**config.mk**
```make
export PLATFORM = sky130hd
export DESIGN_NAME = risc16_loader
export DESIGN_NICKNAME = d
export VERILOG_FILES = /design/src/rtl/risc16_loader.sv
export SDC_FILE = /design/constraint.sdc
export NUM_CORES = 1
export LEC_CHECK = 0
export CAP_MARGIN = 40
export CORE_MARGIN = 8
export CORE_UTILIZATION = 45
export CTS_CLUSTER_DIAMETER = 40
export DETAILED_ROUTE_END_ITERATION = 16
export PLACE_DENSITY = 0.82
export REMOVE_ABC_BUFFERS = 1
export SYNTH_ARGS = -nofsm -noshare
export SYNTH_HDL_FRONTEND = slang
export SYNTH_SLANG_ARGS = --single-unit
```
**constraint.sdc**
```tcl
create_clock -name clk -period 2 [get_ports clk]
set_input_delay 0.3 -clock clk [delete_from_list [all_inputs] [get_ports clk]]
set_output_delay 0.3 -clock clk [all_outputs]
set_load 0.02 [all_outputs]
```
**src/rtl/risc16_loader.sv**
```systemverilog
// Boot loader: streams a length-prefixed 16-bit image into memory, then releases the core.
// Optional trailing checksum verification is enabled by defining LOADER_CSUM_EN.
module risc16_loader #(
  parameter logic [15:0] ADDR_BASE = 16'h0000,
  parameter logic [15:0] MAX_WORDS = 16'd4096
) (
  input  logic        clk,
  input  logic        rst,
  input  logic [7:0]  s_data,
  input  logic        s_valid,
  output logic        s_ready,
  input  logic        restart,
  output logic [15:0] mem_addr,
  output logic [15:0] mem_dout,
  output logic        mem_we0,
  output logic        mem_we1,
  output logic        core_rst,
  output logic        done,
  output logic        err
);

  typedef enum logic [3:0] {
    StLenHi, StLenLo, StDatHi, StDatLo, StCsumHi, StCsumLo, StDrain, StRun, StErr
  } state_e;

`ifdef LOADER_CSUM_EN
  localparam state_e StPostData = StCsumHi;
`else
  localparam state_e StPostData = StDrain;
`endif

  state_e      state_q;
  logic [7:0]  hi_q;
  logic [15:0] len_q;
  logic [15:0] cnt_q;
  logic        we_q;
  logic [15:0] addr_q;
  logic [15:0] dout_q;
  logic        core_rst_q;
  logic        done_q;
  logic        err_q;
`ifdef LOADER_CSUM_EN
  logic [15:0] csum_q;
`endif

  logic        xfer;
  logic [15:0] word;

  assign xfer = s_valid & s_ready;
  assign word = {hi_q, s_data};

  always_comb begin
    s_ready = 1'b0;
    case (state_q)
      StLenHi, StLenLo, StDatHi, StDatLo, StCsumHi, StCsumLo: s_ready = 1'b1;
      default: s_ready = 1'b0;
    endcase
  end

  always_ff @(posedge clk or negedge rst) begin
    if (!rst) begin
      state_q    <= StLenHi;
      hi_q       <= 8'h00;
      len_q      <= 16'h0000;
      cnt_q      <= 16'h0000;
      we_q       <= 1'b0;
      addr_q     <= 16'h0000;
      dout_q     <= 16'h0000;
      core_rst_q <= 1'b1;
      done_q     <= 1'b0;
      err_q      <= 1'b0;
`ifdef LOADER_CSUM_EN
      csum_q     <= 16'h0000;
`endif
    end else if (restart) begin
      // Same-cycle byte is dropped and any pending strobe is cancelled.
      state_q    <= StLenHi;
      cnt_q      <= 16'h0000;
      we_q       <= 1'b0;
      core_rst_q <= 1'b1;
      done_q     <= 1'b0;
      err_q      <= 1'b0;
`ifdef LOADER_CSUM_EN
      csum_q     <= 16'h0000;
`endif
    end else begin
      we_q <= 1'b0;
      case (state_q)
        StLenHi: begin
          if (xfer) begin
            hi_q    <= s_data;
            state_q <= StLenLo;
          end
        end
        StLenLo: begin
          if (xfer) begin
            len_q <= word;
            cnt_q <= 16'h0000;
            if (word > MAX_WORDS) begin
              state_q <= StErr;
              err_q   <= 1'b1;
            end else if (word == 16'h0000) begin
              state_q <= StPostData;
            end else begin
              state_q <= StDatHi;
            end
          end
        end
        StDatHi: begin
          if (xfer) begin
            hi_q    <= s_data;
            state_q <= StDatLo;
          end
        end
        StDatLo: begin
          if (xfer) begin
            we_q   <= 1'b1;
            addr_q <= ADDR_BASE + {cnt_q[14:0], 1'b0};
            dout_q <= word;
            cnt_q  <= cnt_q + 16'd1;
`ifdef LOADER_CSUM_EN
            csum_q <= csum_q + word;
`endif
            state_q <= (cnt_q + 16'd1 == len_q) ? StPostData : StDatHi;
          end
        end
`ifdef LOADER_CSUM_EN
        StCsumHi: begin
          if (xfer) begin
            hi_q    <= s_data;
            state_q <= StCsumLo;
          end
        end
        StCsumLo: begin
          if (xfer) begin
            if (word == csum_q) begin
              state_q <= StDrain;
            end else begin
              state_q <= StErr;
              err_q   <= 1'b1;
            end
          end
        end
`endif
        StDrain: begin
          // Last write commits at this edge, so the core is released now.
          state_q    <= StRun;
          core_rst_q <= 1'b0;
          done_q     <= 1'b1;
        end
        StRun, StErr: state_q <= state_q;
        default: state_q <= StLenHi;
      endcase
    end
  end

  assign mem_addr = addr_q;
  assign mem_dout = dout_q;
  assign mem_we0  = we_q;
  assign mem_we1  = we_q;
  assign core_rst = core_rst_q;
  assign done     = done_q;
  assign err      = err_q;

endmodule

```
==> run metrics, run 1 <==
post-synthesis mux area share 7.98%; setup violators final 1; Final HPWL DP 7.05 mm; diode count 0; placed cell count 579; antenna-violating nets left 0; RePlAce Congestion 0.884; num ports 50; yosys warns 0; TritonCTS Sinks 79; Syn Inst Count 389; commonest non-fill, non-tap cells in the layout nand2_1, dfrtp_1, buf_4; initial core utilization 46.1%; initial antenna violation count 0; row count 33; Max Cap Viol 0; internal reg-to-reg setup slack -30 ps; FF-to-FF End state_q[2]; largest net degree at the start of global routing 49; CP Launch Type flop; PD cells 791 nW/um^2; synthesized area 3760 um^2; post-route clock period utilization 101%; max-slew violations 0; Post-synth EDFFs 0; Clock transition at path regs 90 ps; worst setup path category flop to flop; Yosys cell types 46; clk_lat worst skew 360 ps; status finished with violations; number of buffers and inverters on the critical path 1; Nets 503; P_sw 1.23 mW; Lkg Pwr 2.41 nW; GRT Total Usage 17.6%; Top delay family on crit path simple AND/OR/NAND/NOR gates; vias per cell 5.27; Clock Skew 12.1 ps; die height 107 um; initial drt markers 149; Fillers 678; Critical Path, Cell by Cell nand4_4 > buf_4 > nor4_4 > xnor2_2 > nand4_1 > a311o_1 > o31ai_1; Top FF cell, synth dfrtp_1; WL final 9.66 mm; dpl ws -363 ps; Core Region 8180 um^2; crit-path max FO 5; final hold slack 422 ps; Slowest-stage cell, CP dfrtp_1; post-synthesis adder-cell area fraction 0.332%; worst r2r src cnt_q[4]; vias 3159; die area 11500 um^2; total power 4.08 mW; Final WS setup -29.3 ps; Switching Share 30.2%; failing checks setup timing; worst reg-to-reg path cell count 7; non-filler instance count after layout 600; crit end category flop; crit path DAT 2300 ps; first-pass GRT wire length 16.3 mm; XOR/XNOR Fraction of Synth Area 5.12%; P&R area growth vs syn 37.0%; final core occ 63.1%; most common cell after layout, fill and taps aside nand2_1; DIE WIDTH 107 um; worst-case clock buffer depth 2; Yosys reg bits 79; vias in the first global route 3308; Min Clock Period, post-route 2030 ps; combinational cell fraction of total power 18.8%; global route overflow 0; Seq/Total Area, Yosys 52.5%; combinational family with the most area after synthesis simple AND/OR/NAND/NOR gates; Synth async-reset ratio 100%; Min-Delay Path Class input pin to asynchronous set/reset pin; area leader, netlist dfrtp_1; CP required 2270 ps; port bufs 48; CTS tree yes; Remaining DRCs 0; VDD IR-drop max 0.577 mV; clock power share 30.8%; layout cells sized above 1 26.1%; drt pass-1 iters 4; Final Hold Fails 0; CTS root buf clkbuf_8; ranking of synthesized cells by area dfrtp_1, nand2_1, mux2_2; wire per inst 16.1 um; RSZ-0062 raised after global routing true; synthesized area per cell 9.68 um^2; f_max 0.493 GHz; Internal Power 2.85 mW; post-synth top area share 51.8%; total CTS buffers 9; Seq pwr share 50.4%; H-tree levels 3; simple-gate share of the synthesized area 22.4%; Synth Area in Compound Gates 8.28%; max incr delay on CP 430 ps
-- final cells by class --
class	instances	area, um^2	area share, %
Clock buffer	9	124	2.40
Clock inverter	7	83.8	1.63
Inverter	6	22.5	0.437
Multi-Input combinational cell	281	1780	34.6
Sequential cell	79	1980	38.4
Tap cell	105	131	2.55
Timing Repair Buffer	113	1030	20.0
-- synthesized netlist by cell type (5+ instances only) --
master    count
nand2_1     116
dfrtp_1      78
o21ai_0      29
mux2_2       24
clkbuf_1     15
xnor2_1      15
nor2_1       14
nor4_1        8
xor2_1        7
a21oi_1       6
buf_2         6
inv_1         6
nand3_1       6
o31ai_1       5
-- kinds of logic (layout without fill, tap and decap cells) --
| family | after synthesis | after routing |
|---|---|---|
| flip-flops | 79 | 79 |
| AO/OA/AOI/OAI | 52 | 52 |
| buffers and inverters | 29 | 135 |
| adder cells (fa/ha/maj) | 1 | 1 |
| XOR/XNOR | 22 | 22 |
| other | 1 | 1 |
| multiplexers | 27 | 27 |
| AND/OR/NAND/NOR | 178 | 178 |
-- power groups by stage --
stage	Combinational (mW)	Clock, mW	Sequential (mW)
finish	0.768	1.25	2.06
detailed placement	0.734	0	2.08
CTS	0.755	1.28	2.05
global route	0.844	1.35	2.09
global placement	0.709	0	2.06
floorplan	0.479	0	2.00
-- per-stage QoR --
step	TNS (ps)	cell area, um^2
6_report	-29.3	5160
5_1_grt	-129	5160
4_1_cts	0	5110
3_5_place_dp	-1280	4770
3_3_place_gp	-546	4770
2_1_floorplan	-36750	3660
-- flip-flops by register name, indices dropped and copies added (netlist names) --
register / flops
cnt_q: 16
core_rst: 1
done: 1
err: 1
hi_q: 8
len_q: 16
mem_addr: 15
mem_dout: 16
mem_we0: 1
state_q: 4
-- metal layers --
metal  wire length (um)  vias up  global-route usage [%]
li1                   -     1519                       -
met2               4750       89                    28.6
met4                212        0                    9.42
met3                523       20                    3.77
met1               4170     1531                    21.4
met5                  0        -                       0
-- how the worst max path moves through the flow --
stage	start	depth (start not counted)	end
final	cnt_q[4]	7	state_q[2]
after global routing	cnt_q[6]	7	state_q[2]
after CTS	cnt_q[1]	8	state_q[2]
after detailed placement	s_data[1]	7	state_q[1]
after global placement	s_data[6]	7	state_q[1]
after floorplan	state_q[3]	7	cnt_q[3]
-- repair_timing --
action,4_1_cts,5_1_grt
setup endpoints to repair,1,4
setup buffers,3,1
hold buffers,1,0
gates resized for setup,21,8
gates cloned,0,0
pin swaps,7,4
hold endpoints to repair,31,0
(Power assumes the default switching activity.)
==> inputs of run 2 (changes only) <==
--- a/config.mk
+++ b/config.mk
@@ -5,7 +5,6 @@
 export SDC_FILE = /design/constraint.sdc
 export NUM_CORES = 1
 export LEC_CHECK = 0
-export CAP_MARGIN = 40
 export CORE_MARGIN = 8
 export CORE_UTILIZATION = 45
 export CTS_CLUSTER_DIAMETER = 40
@@ -15,3 +14,4 @@
 export SYNTH_ARGS = -nofsm -noshare
 export SYNTH_HDL_FRONTEND = slang
 export SYNTH_SLANG_ARGS = --single-unit
+export TNS_END_PERCENT = 5
==> results of run 2 <==
Same layout as run 1: the final DEF is identical, and so are final timing and power.
